`src/rtl/recfn_to_fn_seq.sv`:
```
// Multi-cycle HardFloat recoded-to-IEEE converter with go/done handshake.
// Subnormal results are denormalized by a one-bit-per-cycle right shifter.
module recfn_to_fn_seq #(
    parameter int expWidth    = 8,
    parameter int sigWidth    = 24,
    parameter int inputWidth  = 33,
    parameter int outputWidth = 32
) (
    input  logic                   clk,
    input  logic                   reset,
    input  logic                   go,
    input  logic [inputWidth-1:0]  in_,
    output logic [outputWidth-1:0] out,
    output logic                   done
);

    localparam int DW = $clog2(sigWidth + 1);

    localparam logic [expWidth:0] MIN_NORM_EXP = (expWidth + 1)'((2 ** (expWidth - 1)) + 2);
    localparam logic [expWidth:0] SUB_BASE     = (expWidth + 1)'((2 ** (expWidth - 1)) + 1);
    localparam logic [expWidth:0] EXP_BIAS     = (expWidth + 1)'((2 ** (expWidth - 1)) + 1);
    localparam logic [expWidth:0] SIG_W_E      = (expWidth + 1)'(sigWidth);
    localparam logic [DW-1:0]     SIG_W_D      = DW'(sigWidth);
    localparam logic [DW-1:0]     CNT_ZERO     = DW'(0);
    localparam logic [DW-1:0]     CNT_ONE      = DW'(1);
    localparam logic [expWidth-1:0] EXP_ZERO   = {expWidth{1'b0}};
    localparam logic [expWidth-1:0] EXP_ONES   = {expWidth{1'b1}};
    localparam logic [sigWidth-2:0] FRACT_ZERO = {(sigWidth - 1){1'b0}};
    localparam logic [sigWidth-1:0] SIG_ZERO   = {sigWidth{1'b0}};

    typedef enum logic [1:0] {
        IDLE  = 2'd0,
        SHIFT = 2'd1,
        DONE  = 2'd2
    } state_t;

    state_t                  state_r;
    logic [DW-1:0]           cnt_r;
    logic [sigWidth-1:0]     sig_r;
    logic                    sign_r;
    logic [expWidth-1:0]     exp_r;
    logic [outputWidth-1:0]  out_r;
    logic                    done_r;

    logic                    signIn_s;
    logic [expWidth:0]       expIn_s;
    logic [sigWidth-2:0]     fractIn_s;
    logic [2:0]              e3_s;
    logic                    isZero_s;
    logic                    isInf_s;
    logic                    isNaN_s;
    logic                    isSub_s;
    logic [expWidth:0]       subDist_s;
    logic [expWidth:0]       expDiff_s;
    logic [DW-1:0]           dist_s;
    logic [expWidth-1:0]     expRes_s;
    logic [sigWidth-2:0]     fractRes_s;
    logic [sigWidth-1:0]     sigLoad_s;
    logic [sigWidth-1:0]     sigShift_s;

    // Classify the incoming operand and precompute exponent, fraction and shift distance.
    always_comb begin
        signIn_s   = in_[inputWidth-1];
        expIn_s    = in_[inputWidth-2 -: (expWidth + 1)];
        fractIn_s  = in_[sigWidth-2:0];
        e3_s       = expIn_s[expWidth -: 3];
        isZero_s   = 1'b0;
        isInf_s    = 1'b0;
        isNaN_s    = 1'b0;
        isSub_s    = 1'b0;
        case (e3_s)
            3'b000:  isZero_s = 1'b1;
            3'b110:  isInf_s  = 1'b1;
            3'b111:  isNaN_s  = 1'b1;
            default: isSub_s  = (expIn_s < MIN_NORM_EXP);
        endcase

        subDist_s = SUB_BASE - expIn_s;
        expDiff_s = expIn_s - EXP_BIAS;
        if (!isSub_s) begin
            dist_s = CNT_ZERO;
        end else if (subDist_s > SIG_W_E) begin
            dist_s = SIG_W_D;
        end else begin
            dist_s = subDist_s[DW-1:0];
        end

        if (isSub_s) begin
            sigLoad_s = {1'b1, fractIn_s} >> 1;
        end else begin
            sigLoad_s = {1'b0, fractIn_s};
        end

        if (isZero_s || isSub_s) begin
            expRes_s = EXP_ZERO;
        end else if (isInf_s || isNaN_s) begin
            expRes_s = EXP_ONES;
        end else begin
            expRes_s = expDiff_s[expWidth-1:0];
        end

        // A subnormal reaching here with d=0 has its fraction already aligned in sigLoad.
        if (isZero_s || isInf_s) begin
            fractRes_s = FRACT_ZERO;
        end else if (isSub_s) begin
            fractRes_s = sigLoad_s[sigWidth-2:0];
        end else begin
            fractRes_s = fractIn_s;
        end

        sigShift_s = sig_r >> 1;
    end

    // Conversion FSM: capture, iterative denormalization, single-cycle done pulse.
    always_ff @(posedge clk or negedge reset) begin
        if (!reset) begin
            state_r <= IDLE;
            cnt_r   <= CNT_ZERO;
            sig_r   <= SIG_ZERO;
            sign_r  <= 1'b0;
            exp_r   <= EXP_ZERO;
            out_r   <= {outputWidth{1'b0}};
            done_r  <= 1'b0;
        end else begin
            case (state_r)
                IDLE: begin
                    done_r <= 1'b0;
                    if (go) begin
                        sign_r <= signIn_s;
                        exp_r  <= expRes_s;
                        sig_r  <= sigLoad_s;
                        if (dist_s != CNT_ZERO) begin
                            cnt_r   <= dist_s;
                            state_r <= SHIFT;
                        end else begin
                            out_r   <= {signIn_s, expRes_s, fractRes_s};
                            done_r  <= 1'b1;
                            state_r <= DONE;
                        end
                    end
                end
                SHIFT: begin
                    sig_r <= sigShift_s;
                    cnt_r <= cnt_r - CNT_ONE;
                    if (cnt_r == CNT_ONE) begin
                        out_r   <= {sign_r, exp_r, sigShift_s[sigWidth-2:0]};
                        done_r  <= 1'b1;
                        state_r <= DONE;
                    end
                end
                DONE: begin
                    done_r  <= 1'b0;
                    state_r <= IDLE;
                end
                default: begin
                    done_r  <= 1'b0;
                    state_r <= IDLE;
                end
            endcase
        end
    end

    assign out  = out_r;
    assign done = done_r;

endmodule

```
`config.mk`:
```
export PLATFORM = sky130hd
export DESIGN_NAME = recfn_to_fn_seq
export DESIGN_NICKNAME = d
export VERILOG_FILES = /design/src/rtl/recfn_to_fn_seq.sv
export SDC_FILE = /design/constraint.sdc
export NUM_CORES = 1
export LEC_CHECK = 0
export ABC_AREA = 0
export BUFFER_PORTS_ARGS = -buffer_cell sky130_fd_sc_hd__buf_2
export CAP_MARGIN = 20
export CORE_AREA = 2 2 88 90
export DETAILED_ROUTE_END_ITERATION = 10
export DIE_AREA = 0 0 90 92
export PLACE_DENSITY = 0.8
export SKIP_LAST_GASP = 1
export SYNTH_ARGS = -nofsm -noshare
export SYNTH_HDL_FRONTEND = slang
export SYNTH_SLANG_ARGS = --single-unit
export TNS_END_PERCENT = 100
```
`constraint.sdc`:
```
create_clock -name clk -period 2.34 [get_ports clk]
set_input_delay 0.351 -clock clk [delete_from_list [all_inputs] [get_ports clk]]
set_output_delay 0.351 -clock clk [all_outputs]
set_load 0.01 [all_outputs]
```
==> key figures, run 1 <==
Setup path
  • Critical path, cell by cell: buf_2 -> inv_1 -> ha_1 -> nand2b_1 -> o31ai_1 -> nand4_1 -> a211o_2 -> buf_12 -> mux2_4
  • Critical path arrival: 2310 ps
  • R2R Setup Slk: 280 ps
  • Worst reg2reg path endpoint: out[13]$_DFFE_PN0P_
  • Worst R2R Path Depth: 7
  • Element type at the critical path end: flip-flop
  • Critical Path Start Type: primary input
  • Worst path required time: 2560 ps
  • Crit Reg-Reg Startpoint: cnt_r[1]$_DFFE_PN0P_
  • Max incr delay on CP: 370 ps
  • Critical-path top delay cell: a211o_2
  • Crit Path Category: in -> reg
  • CP max FO: 18

STA
  • RSZ-0062 raised after global routing: false
  • Fin crit share: 0.895
  • Final hold violation count: 0
  • Setup Viol. Count Final: 0
  • Tmin final: 2090 ps
  • Max Slew Vio Count: 0
  • Clock Skew: 10.8 ps
  • Slew HR: 0.609
  • Max frequency: 478 MHz
  • Hold WS: 2.27 ps
  • Actual slew at the worst max-slew pin: 586 ps

Hold path
  • HP Class: in -> async

Clocking
  • CTS tree: built
  • Post-CTS setup buffer count: 0
  • Max clock buf depth: 2
  • Worst-skew pair later-pin latency: 340 ps
  • Clock slew at reported path FFs: 80 ps
  • Num CTS Buffers: 9
  • Hold-fix buffer count after cts: 0
  • Cell chosen for the clock root: clkbuf_8
  • Sink Count: 71
  • H-tree depth: 3
  • CTS resizes: 0

Die
  • Core Area: 0.00745 sq mm
  • Row cnt: 32
  • Die area: 0.00828 sq mm
  • Die height: 92 microns
  • # IOs: 69
  • Initial Util: 0.550
  • Die Width: 90 microns

Finish
  • Area of the multi-input gates: 0.00214 sq mm
  • Share of layout cells above drive strength 1: 0.315
  • Area Growth Syn to Fin: 21.2%
  • Final Util: 0.666
  • Reg area: 0.00178 sq mm
  • Fill cells: 603
  • Design area: 0.00496 sq mm
  • Cell Count, Final, Fillers Out: 603
  • Fin nets: 537
  • Ant diodes: 0

Detailed routing
  • # DRC: 0
  • Vias per cell: 5.50
  • WL/cell: 14.9 microns
  • Vias: 3317
  • Drt pass-1 iters: 4
  • 1st-iter DRT viols: 176
  • Detailed Route WL: 8970 microns
  • Routed Antenna Nets: 0

Synth
  • Post-synth EDFFs: 0
  • Ys async rst share: 1.00
  • Syn Std Cell Area: 0.00410 sq mm
  • Mean Syn Cell Area: 9.99 sq um
  • Synth unique cells: 48
  • Post-synth top area cell: dfrtp_1
  • Mapped Cells: 410
  • Top_reg_cell synth: dfrtp_1
  • YS warnings: 0
  • Synth area leaders: dfrtp_1, mux2_4, o21ai_0
  • Post-synth top area share: 0.434
  • Synth Register Bits: 71
  • Post-synthesis sequential area ratio: 0.434
  • Commonest cells in the netlist: dfrtp_1, nand2_1, o21ai_0
  • Syn_nets: 451

Placement
  • DP Area: 0.00474 sq mm
  • Port Buffers: 68
  • RePlAce Congestion: 0.839
  • DP HPWL: 6630 microns
  • Placed insts: 587

Power
  • Cell leakage power: 2.43 nW
  • Sequential Power Share: 0.409
  • Sw power: 1.78 mW
  • Clock power share: 0.205
  • Gate power share: 0.386
  • Peak VDD IR: 471 uV
  • Total power: 5.26 mW
  • PwrDens: 1060 mW/mm^2
  • Int Power: 3.49 mW
  • Sw frac: 0.337

Flow run
  • Total of max-cap violations: 0

Global routing
  • Gr ovfl total: 0
  • Initial antenna violation count: 0
  • Vias in the first global route: 3269
  • Total global-route track usage: 0.225
  • Largest net degree at the start of global routing: 49
  • First-pass GRT wire length: 15100 microns

Run status
  • Status: finished clean
==> flip-flops by register name (all words and copies together) (netlist names) <==
name / flops
exp_r: 8
out: 32
cnt_r: 5
done: 1
state_r: 2
sign_r: 1
sig_r: 22
==> critical path, delay by kind of cell <==
| family | cells | cell delay (ps) |
|---|---|---|
| buf+inv | 3 | 400 |
| fa+ha+maj | 1 | 260 |
| mux | 1 | 310 |
| compound gates | 2 | 730 |
| simple gates | 2 | 260 |
==> logic make-up after synthesis <==
kind of cell | share of synthesized area
buf+inv | 0.0492
xor+xnor | 0.0171
flops | 0.434
compound gates | 0.169
simple gates | 0.138
fa+ha+maj | 0.0153
mux | 0.177
==> power by group through the flow <==
stage | combinational [mW] | clock, mW | sequential [mW]
finish | 2.03 | 1.08 | 2.15
CTS | 2.05 | 1.09 | 2.15
floorplan | 1.28 | 0 | 2.23
detailed placement | 2.05 | 0 | 2.17
global placement | 1.97 | 0 | 2.14
global route | 2.22 | 1.15 | 2.23
==> metrics by stage <==
stage / TNS (ps) / setup slack [ps]
after floorplan: 0 / 38.7
final: 0 / 246
after detailed placement: -2850 / -108
after CTS: 0 / 257
after global placement: -452 / -25.7
after global routing: 0 / 78.1
==> layout by cell type, fill, tap and decap left out, types with 5 or more instances in the layout <==
cell type	netlist	final
nand2_1	71	71
o21ai_0	68	68
and2_1	5	5
mux2i_1	23	23
ha_1	5	5
nor2_1	8	8
inv_1	10	10
mux2_4	27	27
clkbuf_8	0	10
buf_4	1	32
a21oi_1	7	7
buf_2	5	68
dfrtp_1	71	71
xnor2_1	5	5
o21a_1	21	21
==> worst max-delay path by stage <==
stage                       start             endpoint  slack [ps]  depth (start not counted)
after floorplan           in_[25]  out[10]$_DFFE_PN0P_          40                         11
after global placement    in_[25]   out[3]$_DFFE_PN0P_         -30                         10
after detailed placement  in_[25]   out[3]$_DFFE_PN0P_        -110                         10
after CTS                 in_[25]   out[1]$_DFFE_PN0P_         260                         10
after global routing      in_[25]   out[3]$_DFFE_PN0P_          80                         11
final                     in_[25]  out[13]$_DFFE_PN0P_         250                          9
==> metal layers <==
layer	GRT usage	wire length, microns	part of all wire	vias to the layer above
met5	0	0	0	-
met4	0.0718	128	0.014	0
met3	0.0468	384	0.043	12
met2	0.397	4580	0.51	80
met1	0.279	3870	0.43	1619
li1	-	-	-	1606
==> area by class of cell <==
class                           count  share of cell area
Clock buffer                       11              0.0285
Multi-Input combinational cell    300               0.431
Inverter                           10             0.00756
Sequential cell                    71               0.358
Timing Repair Buffer              104               0.133
Clock inverter                      5              0.0164
Tap cell                          102              0.0257
No activity file was read; power rests on OpenSTA's default activity.
==> run 2, diff against run 1 <==
--- a/config.mk
+++ b/config.mk
@@ -5,13 +5,13 @@
 export SDC_FILE = /design/constraint.sdc
 export NUM_CORES = 1
 export LEC_CHECK = 0
-export ABC_AREA = 0
+export ABC_AREA = 1
 export BUFFER_PORTS_ARGS = -buffer_cell sky130_fd_sc_hd__buf_2
 export CAP_MARGIN = 20
-export CORE_AREA = 2 2 88 90
+export CORE_AREA = 2 2 87 89
 export DETAILED_ROUTE_END_ITERATION = 10
-export DIE_AREA = 0 0 90 92
-export PLACE_DENSITY = 0.8
+export DIE_AREA = 0 0 89 91
+export PLACE_DENSITY = 0.79
 export SKIP_LAST_GASP = 1
 export SYNTH_ARGS = -nofsm -noshare
 export SYNTH_HDL_FRONTEND = slang
==> key figures, run 2 <==
Detailed routing
  • 1st-iter DRT viols: 168
  • Routed Antenna Nets: 0
  • Vias: 3780
  • Detailed Route WL: 9510 microns
  • Drt pass-1 iters: 4
  • # DRC: 0
  • WL/cell: 13.6 microns
  • Vias per cell: 5.39

STA
  • Tmin final: 2080 ps
  • Max frequency: 482 MHz
  • Slew HR: 0.664
  • TNS Setup: 0 ps
  • Final WS setup: 264 ps
  • RSZ-0062 raised after global routing: false
  • Setup Viol. Count Final: 0
  • Final hold violation count: 0
  • Fin crit share: 0.887
  • Actual slew at the worst max-slew pin: 505 ps
  • Clock Skew: 7.11 ps
  • Max Slew Vio Count: 0
  • Hold WS: 231 ps

Synth
  • Synth area leaders: dfrtp_1, nand2_1, o21ai_0
  • Synth unique cells: 30
  • Mapped Cells: 529
  • Commonest cells in the netlist: nand2_1, dfrtp_1, o21ai_0
  • Synth Register Bits: 71
  • Mean Syn Cell Area: 7.45 sq um
  • Syn Std Cell Area: 0.00394 sq mm
  • Ys async rst share: 1.00
  • Top_reg_cell synth: dfrtp_1
  • Post-synth top area cell: dfrtp_1
  • Post-synth EDFFs: 0
  • Most frequent cell after synthesis: nand2_1
  • Syn_nets: 570
  • Post-synthesis sequential area ratio: 0.451
  • YS warnings: 0
  • Post-synth top area share: 0.451

Hold path
  • Min-delay src: in_[32]
  • Cell count of the worst hold path: 3
  • HP Class: in -> reg
  • WHS Endpoint: sign_r$_DFFE_PN0P_

Clocking
  • Clock slew at reported path FFs: 70 ps
  • CTS tree: built
  • Worst-skew pair later-pin latency: 340 ps
  • Num CTS Buffers: 9
  • Post-CTS setup buffer count: 0
  • Cell chosen for the clock root: clkbuf_8
  • Sink Count: 71
  • H-tree depth: 3
  • Max clock buf depth: 2

Power
  • Cell leakage power: 2.41 nW
  • Peak VDD IR: 549 uV
  • PwrDens: 1330 mW/mm^2
  • Total power: 6.18 mW

Placement
  • Port Buffers: 68
  • RePlAce Congestion: 0.954
  • Placed insts: 684
  • DP Area: 0.00439 sq mm
  • Pre-CTS setup slack: -80.6 ps
  • DP HPWL: 6760 microns

Setup path
  • Crit Reg-Reg Startpoint: state_r[1]$_DFFE_PN0P_
  • Crit Path Category: in -> reg
  • Element type at the critical path end: flip-flop
  • Worst R2R Path Depth: 8
  • R2R Setup Slk: 370 ps
  • Critical path arrival: 2310 ps
  • Worst reg2reg path endpoint: out[22]$_DFFE_PN0P_
  • Crit path launch: in_[24]
  • Worst path required time: 2580 ps
  • CP max FO: 34
  • Critical Path Start Type: primary input

Finish
  • Commonest non-fill, non-tap cell in the layout: nand2_1
  • Area Growth Syn to Fin: 18.3%
  • Design area: 0.00466 sq mm
  • Cell Count, Final, Fillers Out: 701
  • Share of layout cells above drive strength 1: 0.191
  • Final Util: 0.653
  • Ant diodes: 0
  • Fin nets: 638
  • Most frequent cells in the layout: nand2_1, dfrtp_1, buf_2
  • Largest register FFs: 32

Die
  • # IOs: 69
  • Die height: 91 microns
  • Die area: 0.00810 sq mm
  • Initial Util: 0.552
  • Core Area: 0.00714 sq mm
  • Die Width: 89 microns
  • Row cnt: 31

Global routing
  • Largest net degree at the start of global routing: 35
  • Gr ovfl total: 0
  • Initial antenna violation count: 0
  • Vias in the first global route: 3611
  • First-pass GRT wire length: 16200 microns
  • Total global-route track usage: 0.253

Run status
  • Status: finished clean

Flow run
  • Total of max-cap violations: 0
==> run 2: logic make-up after synthesis <==
group           count (synthesis)  share of synthesized area
flops                          71                      0.451
compound gates                113                      0.166
xor+xnor                        3                    0.00667
buf+inv                        68                     0.0743
fa+ha+maj                       5                     0.0159
mux                             2                    0.00508
simple gates                  267                      0.281
==> run 2: layout make-up <==
type / count / area (sq um)
clock buffer: 11 / 151
clock inverter: 5 / 104
fill: 657 / 2480
inverter: 41 / 154
multi-input combinational: 390 / 1870
sequential: 71 / 1780
tap: 99 / 124
timing repair buffer: 84 / 475
==> run 2: critical path, cell delays in order <==
cell	delay, ps
buf_2	90
inv_1	100
ha_1	280
nand2_1	130
nor2_1	50
nand2_1	50
nand3_1	80
nor2_2	190
nand3_1	130
o21ai_1	170
nand2_1	110
nand2_2	140
nand2_4	240
nand2_1	150
nand2_1	60
==> run 2: repair_timing <==
action | CTS | global route
gates resized for setup | 0 | 0
hold buffers | 1 | 0
setup endpoints to repair | 0 | 0
endpoints found under the hold margin | 20 | 0
==> run 2: worst max-delay path by stage <==
stage	to	slack [ps]	cells after the start
after floorplan	out[12]$_DFFE_PN0P_	320	15
after global placement	out[6]$_DFFE_PN0P_	30	15
after detailed placement	out[22]$_DFFE_PN0P_	-80	15
after CTS	out[22]$_DFFE_PN0P_	290	15
after global routing	out[13]$_DFFE_PN0P_	10	14
final	out[22]$_DFFE_PN0P_	260	15
==> run 2: report_power, final <==
part / internal (mW) / switching, mW / leakage [nW]
clock network: 0.766 / 0.464 / 0.130
logic: 1.04 / 1.76 / 1.39
registers: 1.83 / 0.320 / 0.884
total: 3.64 / 2.54 / 2.41
==> run 2: routing by layer <==
layer | GRT usage | part of all wire
met4 | 0.111 | 0.022
met5 | 0 | 0
met3 | 0.0473 | 0.053
met2 | 0.412 | 0.49
met1 | 0.324 | 0.43
==> run 3, diff against run 2 <==
--- a/config.mk
+++ b/config.mk
@@ -11,7 +11,7 @@
 export CORE_AREA = 2 2 87 89
 export DETAILED_ROUTE_END_ITERATION = 10
 export DIE_AREA = 0 0 89 91
-export PLACE_DENSITY = 0.79
+export PLACE_DENSITY = 0.82
 export SKIP_LAST_GASP = 1
 export SYNTH_ARGS = -nofsm -noshare
 export SYNTH_HDL_FRONTEND = slang
==> key figures, run 3 (synthesized netlist as in run 2, its figures left out) <==
Run status
  • Status: finished clean

Placement
  • Placed insts: 687
  • RePlAce Congestion: 0.906
  • Port Buffers: 68
  • DP HPWL: 6970 microns
  • Pre-CTS setup slack: 37.0 ps

Clocking
  • Post-CTS setup buffer count: 0
  • Clock slew at reported path FFs: 80 ps
  • Worst-skew pair later-pin latency: 350 ps
  • CTS tree: built
  • Hold-fix buffer count after cts: 0
  • Sink Count: 71
  • Max clock buf depth: 2
  • H-tree depth: 3
  • Cell chosen for the clock root: clkbuf_8
  • Num CTS Buffers: 9
  • CTS resizes: 0

Detailed routing
  • Vias: 3917
  • Routed Antenna Nets: 0
  • Drt pass-1 iters: 5
  • Detailed Route WL: 9700 microns
  • Vias per cell: 5.58
  • # DRC: 0
  • 1st-iter DRT viols: 290
  • WL/cell: 13.8 microns

Finish
  • Commonest non-fill, non-tap cell in the layout: nand2_1
  • Area Growth Syn to Fin: 19.3%
  • Fin nets: 640
  • Fill cells: 639
  • Share of layout cells above drive strength 1: 0.194
  • Largest register FFs: 32
  • Ant diodes: 0
  • Cell Count, Final, Fillers Out: 702
  • Most frequent cells in the layout: nand2_1, dfrtp_1, buf_2

Global routing
  • First-pass GRT wire length: 16200 microns
  • Initial antenna violation count: 0
  • Gr ovfl total: 0
  • Vias in the first global route: 3691
  • Total global-route track usage: 0.251
  • Largest net degree at the start of global routing: 34

STA
  • Final hold violation count: 0
  • Tmin final: 1960 ps
  • Setup Viol. Count Final: 0
  • Fin crit share: 0.838
  • Max Slew Vio Count: 0
  • Max frequency: 510 MHz
  • Clock Skew: 4.07 ps
  • TNS Setup: 0 ps
  • Final WS setup: 378 ps
  • Actual slew at the worst max-slew pin: 707 ps
  • Slew HR: 0.528
  • RSZ-0062 raised after global routing: false

Hold path
  • HP Class: in -> async

Setup path
  • Worst path required time: 2590 ps
  • CP max FO: 14
  • Crit Path Category: reg -> reg
  • Critical Path Start Type: flip-flop
  • Element type at the critical path end: flip-flop
  • Critical path arrival: 2210 ps

Die
  • Die area: 0.00810 sq mm
  • Core Area: 0.00714 sq mm
  • Die Width: 89 microns
  • Die height: 91 microns
  • Initial Util: 0.552
  • # IOs: 69
  • Row cnt: 31

Power
  • Cell leakage power: 2.42 nW
  • PwrDens: 1350 mW/mm^2
  • Peak VDD IR: 709 uV
  • Total power: 6.32 mW

Flow run
  • Total of max-cap violations: 0
==> run 3: cell count changes in the layout (fill, tap and decap cells not counted), sizes merged <==
cell / change
dlygate4sd3: -1
bufinv: +1
clkbuf: -2
buf: +3
==> run 3: report_power, final <==
group          total, mW  switching (mW)  internal (mW)
combinational       2.90            1.80           1.09
sequential          2.15           0.319           1.83
clock               1.27           0.461          0.810
==> run 3: final timing paths <==
kind	slack [ps]	startpoint	to	depth (start not counted)
hold / removal	40	reset	out[5]$_DFFE_PN0P_	1
hold reg to reg	460	out[12]$_DFFE_PN0P_	out[12]$_DFFE_PN0P_	2
setup reg to reg	380	state_r[1]$_DFFE_PN0P_	cnt_r[3]$_DFFE_PN0P_	9
setup / recovery	380	state_r[1]$_DFFE_PN0P_	cnt_r[3]$_DFFE_PN0P_	9
min in group clk	240	in_[32]	sign_r$_DFFE_PN0P_	3
max in group asynchronous	1670	reset	cnt_r[1]$_DFFE_PN0P_	2
==> run 3: metrics by stage <==
stage | hold WS [ps] | utilization | area, sq um
after floorplan | 55.4 | - | 3940
after global placement | 437 | 0.622 | 4440
after detailed placement | 442 | 0.622 | 4440
after CTS | 63.2 | 0.658 | 4700
after global routing | 94.5 | 0.658 | 4700
final | 42.6 | 0.658 | 4700
==> run 3: critical path, stage by stage, from the launching register on <==
cell and delay, ps:
dfrtp_1 400, nor2_1 110, nand2_1 170, inv_1 360, nor2_2 100, buf_4 190
inv_1 200, nand2_1 170, nand2_1 100, nand2_1 50
==> run 3: cell type report <==
cell class                      instances  area [sq um]  share of cell area
Clock inverter                          6           134              0.0285
Timing Repair Buffer                   86           513               0.109
Sequential cell                        71          1780               0.378
Tap cell                               99           124              0.0264
Inverter                               41           154              0.0327
Clock buffer                            9           124              0.0264
Multi-Input combinational cell        390          1870               0.399
==> run 3: metal layers <==
layer	wire (microns)	track usage	vias up
met1	3970	0.322	1849
met5	0	0	-
met3	724	0.0436	19
met4	172	0.0958	0
met2	4830	0.419	157
li1	-	-	1892
